[config.mk]
export PLATFORM = sky130hd
export DESIGN_NAME = hazard_control_unit
export DESIGN_NICKNAME = d
export VERILOG_FILES = /design/src/rtl/hazard_control_unit.sv
export SDC_FILE = /design/constraint.sdc
export NUM_CORES = 1
export LEC_CHECK = 0
export BUFFER_PORTS_ARGS = -buffer_cell sky130_fd_sc_hd__buf_4
export CAP_MARGIN = 20
export CORE_MARGIN = 4
export CORE_UTILIZATION = 56
export CTS_CLUSTER_SIZE = 25
export DETAILED_ROUTE_END_ITERATION = 10
export GPL_ROUTABILITY_DRIVEN = 0
export PLACE_DENSITY_LB_ADDON = 0.05
export SKIP_CTS_REPAIR_TIMING = 1
export SLEW_MARGIN = 5
export SYNTH_ARGS = -nofsm -noshare
export SYNTH_HDL_FRONTEND = slang
export SYNTH_SLANG_ARGS = --single-unit
export TNS_END_PERCENT = 50
[constraint.sdc]
create_clock -name clk -period 5.1 [get_ports clk]
set_clock_uncertainty 0.1 [all_clocks]
set_input_delay 0.255 -clock clk [delete_from_list [all_inputs] [get_ports clk]]
set_output_delay 0.255 -clock clk [all_outputs]
set_load 0.03 [all_outputs]
[src/rtl/hazard_control_unit.sv]
// Pipeline sequencing controller for the 5-stage RV32I core: load-use stall,
// taken-branch flush, data-memory wait freeze with a timeout watchdog, and saturating stall/flush counters.
module hazard_control_unit #(
  parameter int MEM_TIMEOUT = 16,
  parameter int CNT_W       = 16
) (
  input  logic             clk,
  input  logic             rst_n,
  input  logic [4:0]       IF_ID_rs1,
  input  logic [4:0]       IF_ID_rs2,
  input  logic             ID_uses_rs1,
  input  logic             ID_uses_rs2,
  input  logic [4:0]       ID_EX_rd,
  input  logic             ID_EX_MemRead,
  input  logic             EX_branch_taken,
  input  logic             EX_MEM_MemAccess,
  input  logic             dmem_ready,
  input  logic             clr_counters,
  output logic             PC_write,
  output logic             IF_ID_write,
  output logic             IF_ID_flush,
  output logic             ID_EX_write,
  output logic             ID_EX_flush,
  output logic             EX_MEM_write,
  output logic             MEM_WB_flush,
  output logic             busy_wait,
  output logic             mem_timeout,
  output logic [CNT_W-1:0] stall_cnt,
  output logic [CNT_W-1:0] flush_cnt
);

  localparam int WAIT_W = (MEM_TIMEOUT < 2) ? 2 : $clog2(MEM_TIMEOUT + 1);

  typedef enum logic {RUN, WAIT} state_t;

  state_t            state, state_next;
  logic [WAIT_W-1:0] wait_cnt, wait_cnt_next;
  logic              miss, mem_done, freeze, timeout_fire;
  logic              lu, branch_act, lu_act;

  function automatic logic [CNT_W-1:0] sat_inc(input logic [CNT_W-1:0] v);
    return (&v) ? v : v + 1'b1;
  endfunction

  assign miss     = EX_MEM_MemAccess && !dmem_ready;
  // A dropped access request while waiting releases the freeze just like ready.
  assign mem_done = dmem_ready || !EX_MEM_MemAccess;

  always_comb begin
    state_next    = state;
    wait_cnt_next = wait_cnt;
    freeze        = 1'b0;
    timeout_fire  = 1'b0;
    case (state)
      RUN: begin
        if (miss) begin
          freeze        = 1'b1;
          state_next    = WAIT;
          wait_cnt_next = WAIT_W'(1);
        end
      end
      WAIT: begin
        if (mem_done) begin
          state_next = RUN;
        end else if ((MEM_TIMEOUT != 0) && (wait_cnt == WAIT_W'(MEM_TIMEOUT))) begin
          timeout_fire = 1'b1;
          state_next   = RUN;
        end else begin
          freeze        = 1'b1;
          wait_cnt_next = wait_cnt + 1'b1;
        end
      end
      default: state_next = RUN;
    endcase
  end

  assign lu = ID_EX_MemRead && (ID_EX_rd != 5'd0) &&
              ((ID_uses_rs1 && (IF_ID_rs1 == ID_EX_rd)) ||
               (ID_uses_rs2 && (IF_ID_rs2 == ID_EX_rd)));

  // Priority: memory freeze, then branch flush, then load-use.
  assign branch_act = !freeze && EX_branch_taken;
  assign lu_act     = !freeze && !EX_branch_taken && lu;

  always_comb begin
    PC_write     = 1'b1;
    IF_ID_write  = 1'b1;
    IF_ID_flush  = 1'b0;
    ID_EX_write  = 1'b1;
    ID_EX_flush  = 1'b0;
    EX_MEM_write = 1'b1;
    MEM_WB_flush = 1'b0;
    busy_wait    = 1'b0;
    if (!rst_n) begin
      PC_write     = 1'b0;
      IF_ID_write  = 1'b0;
      IF_ID_flush  = 1'b1;
      ID_EX_write  = 1'b0;
      ID_EX_flush  = 1'b1;
      EX_MEM_write = 1'b0;
      MEM_WB_flush = 1'b1;
    end else if (freeze) begin
      PC_write     = 1'b0;
      IF_ID_write  = 1'b0;
      ID_EX_write  = 1'b0;
      EX_MEM_write = 1'b0;
      MEM_WB_flush = 1'b1;
      busy_wait    = 1'b1;
    end else if (branch_act) begin
      IF_ID_flush = 1'b1;
      ID_EX_flush = 1'b1;
    end else if (lu_act) begin
      PC_write    = 1'b0;
      IF_ID_write = 1'b0;
      ID_EX_flush = 1'b1;
    end
  end

  always_ff @(posedge clk or negedge rst_n) begin
    if (!rst_n) begin
      state       <= RUN;
      wait_cnt    <= '0;
      mem_timeout <= 1'b0;
    end else begin
      state    <= state_next;
      wait_cnt <= wait_cnt_next;
      if (timeout_fire) mem_timeout <= 1'b1;
    end
  end

  always_ff @(posedge clk or negedge rst_n) begin
    if (!rst_n) begin
      stall_cnt <= '0;
      flush_cnt <= '0;
    end else if (clr_counters) begin
      stall_cnt <= '0;
      flush_cnt <= '0;
    end else begin
      if (freeze || lu_act) stall_cnt <= sat_inc(stall_cnt);
      if (branch_act)       flush_cnt <= sat_inc(flush_cnt);
    end
  end

endmodule

==> summary.md <==
| Metric | Value |
|---|---|
| Htree depth | `2` |
| Chip Height | `72.26 um` |
| Share of synthesized registers carrying an async set or reset | `100.0%` |
| Via count | `2052` |
| Initial antenna violation count | `0` |
| Logic pwr share | `13.7%` |
| Register area | `975.9 um2` |
| Post-DP HPWL | `3674 um` |
| Synthesized area per cell | `9.476 um2` |
| I/O pins | `65` |
| CTS root buf | `clkbuf_8` |
| Final WL | `5167 um` |
| Syn_nets | `272` |
| Fin nets | `336` |
| Setup CP Type | `flop to flop` |
| Clock sink total | `39` |
| Fillers | `324` |
| Pwr Density | `217.9 mW/mm2` |
| Max-Cap Viols | `0` |
| Post-synthesis sequential area ratio | `42.21%` |
| Relative slew margins | `50.56%` |
| Worst-Skew Late Latency | `0.29 ns` |
| Commonest non-fill, non-tap cells in the layout | `65 x buf_4, 39 x dfrtp_1, 20 x a21oi_1, 19 x nor2_1, 18 x nand2_1` |
| Synth Warn # | `0` |
| Status | `complete, no violations` |
| Post-synth cell types | `46` |
| RSZ-0062 raised after global routing | `false` |
| GRT overflow | `0` |
| Vias in the first global route | `1950` |
| Fmax | `0.3831 GHz` |
| Prevailing post-synth register cell | `dfrtp_1` |
| Synth Cell Area | `0.002312 mm2` |
| Pleak | `1.284 nW` |
| Worst vdd ir | `209.7 uV` |
| Buffers on Ports | `64` |
| Internal | `0.4757 mW` |
| DRT antenna net count | `0` |
| Via density | `5.716` |
| All-layer global routing usage | `20.70%` |
| Routed wire per std cell | `14.39 um` |
| Area grow syn2layout | `26.68%` |
| Chip width | `72.26 um` |
| N_diodes | `0` |
| Startpoint types | `flop` |
| Mapped Cells | `244` |
| Seq cells post-synth | `39` |
| CTS clk-pin slew, worst paths | `0.08 ns` |
| Min cycle time layout | `2.610 ns` |
| Sequential power share | `50.5%` |
| DRC viols | `0` |
| Cts bufs inserted | `5` |
| Core area | `0.004000 mm2` |
| Crit end category | `flop` |
| Detailed-router iteration count before antenna repair | `4` |
| Rows | `23` |
| Worst-path maximum fanout | `7` |
| Worst-margin pin slew | `0.7352 ns` |
| HP Class | `primary input to flop` |
| Commonest non-fill, non-tap cell in the layout | `buf_4` |
| Setup tns final | `0 ns` |
| DRT iter0 DRCs | `30` |
| Initial Util | `57.80%` |
| Setup Viol. Count Final | `0` |
| Total power | `0.6382 mW` |
| Hold Fails Final Rpt | `0` |
| Critical Path RT | `5.17 ns` |
| Max clock buf depth | `2` |
| Tcrit/Tclk final | `51.18%` |
| Largest net degree at the start of global routing | `43` |
| Clock share of power | `35.7%` |
| Ratio of cells with drive above 1 in the final layout | `28.16%` |
| Area of the die | `0.005221 mm2` |
| Final max-slew violation count | `0` |
| EDFF count, synth | `0` |
| Critical Path AT | `2.68 ns` |
| Area of the multi-input gates | `0.001250 mm2` |
| CTS tree | `done` |
| Psw | `0.1625 mW` |
| Global-route wire length before repair | `8811 um` |
| Switching share of total power | `25.46%` |
cell families after synthesis:
group	after synthesis	share of synthesized area (%)
AND/OR/NAND/NOR	108	28.14
AO/OA/AOI/OAI	53	14.02
flip-flops	39	42.21
buffers and inverters	17	3.733
XOR/XNOR	16	6.061
multiplexers	7	3.680
adder cells (fa/ha/maj)	4	2.165
power groups by stage:
| stage | Combinational [mW] | Sequential, mW | Clock [mW] |
|---|---|---|---|
| 2_1_floorplan | 0.0458 | 0.331 | 0 |
| 3_3_place_gp | 0.0852 | 0.328 | 0 |
| 3_5_place_dp | 0.0860 | 0.328 | 0 |
| 4_1_cts | 0.0864 | 0.322 | 0.233 |
| 5_1_grt | 0.0968 | 0.324 | 0.248 |
| 6_report | 0.0875 | 0.323 | 0.228 |
flip-flops by register name, indices dropped and copies added, names as in the netlist:
name         flops
state            1
mem_timeout      1
stall_cnt       16
wait_cnt         5
flush_cnt       16
worst paths after layout:
check	start	to	slack [ns]	cells past startpoint
worst min-delay path	dmem_ready	wait_cnt[4]	0.19	5
worst max-delay path	stall_cnt[0]	stall_cnt[13]	2.49	6
max in group asynchronous	rst_n	flush_cnt[13]	4.14	2
worst max register to register	stall_cnt[0]	stall_cnt[13]	2.49	6
worst min register to register	mem_timeout	mem_timeout	0.37	1
min in group asynchronous	rst_n	wait_cnt[2]	0.39	2
through the flow:
stage	hold slack (ns)	utilization [%]	setup WS (ns)	cells	instance area (um2)
floorplan	-0.1406	-	2.639	244	2312
global placement	0.1723	69.78	2.457	347	2791
detailed placement	0.1656	69.97	2.370	348	2799
CTS	-0.1480	72.47	2.398	356	2899
global route	0.2183	73.22	2.262	359	2929
finish	0.1937	73.22	2.490	359	2929
per-layer routing:
| metal | track usage, % | routed length, um |
|---|---|---|
| met1 | 27.33 | 2328 |
| met2 | 33.47 | 2393 |
| met3 | 5.956 | 425 |
| met4 | 5.428 | 19 |
| met5 | 0 | 0 |
worst max-delay path, stage by stage (launching register included):
cell and delay, ns:
dfrtp_1 0.43, ha_1 0.22, nand4_1 0.34, o31ai_1 0.73, clkbuf_2 0.29, nor4b_2 0.06, mux2_1 0.32
cells in the mapped netlist, types with 3 or more instances:
cell / instances / area share, %
o31ai_1: 9 / 2.9
o21ai_0: 14 / 3.0
and3_1: 3 / 0.81
or3_1: 12 / 3.2
a21oi_1: 20 / 4.3
xnor2_1: 14 / 5.3
nor2b_1: 8 / 2.2
nand2_1: 18 / 2.9
ha_1: 4 / 2.2
buf_2: 3 / 0.65
nor3_1: 3 / 0.65
clkbuf_1: 4 / 0.65
inv_1: 5 / 0.81
dfrtp_1: 39 / 42
nor2_1: 19 / 3.1
buf_4: 3 / 0.97
or4_1: 6 / 1.9
nand4_1: 6 / 1.6
nand3_1: 13 / 2.8
mux2_1: 4 / 1.9
nor4b_2: 5 / 3.2
layout make-up:
class | instances | share of cell area, %
timing repair buffer | 68 | 17.68
multi-input combinational | 188 | 42.67
tap | 50 | 2.136
clock buffer | 8 | 3.417
sequential | 39 | 33.32
inverter | 6 | 0.7689
No activity file was read; power rests on OpenSTA's default activity.
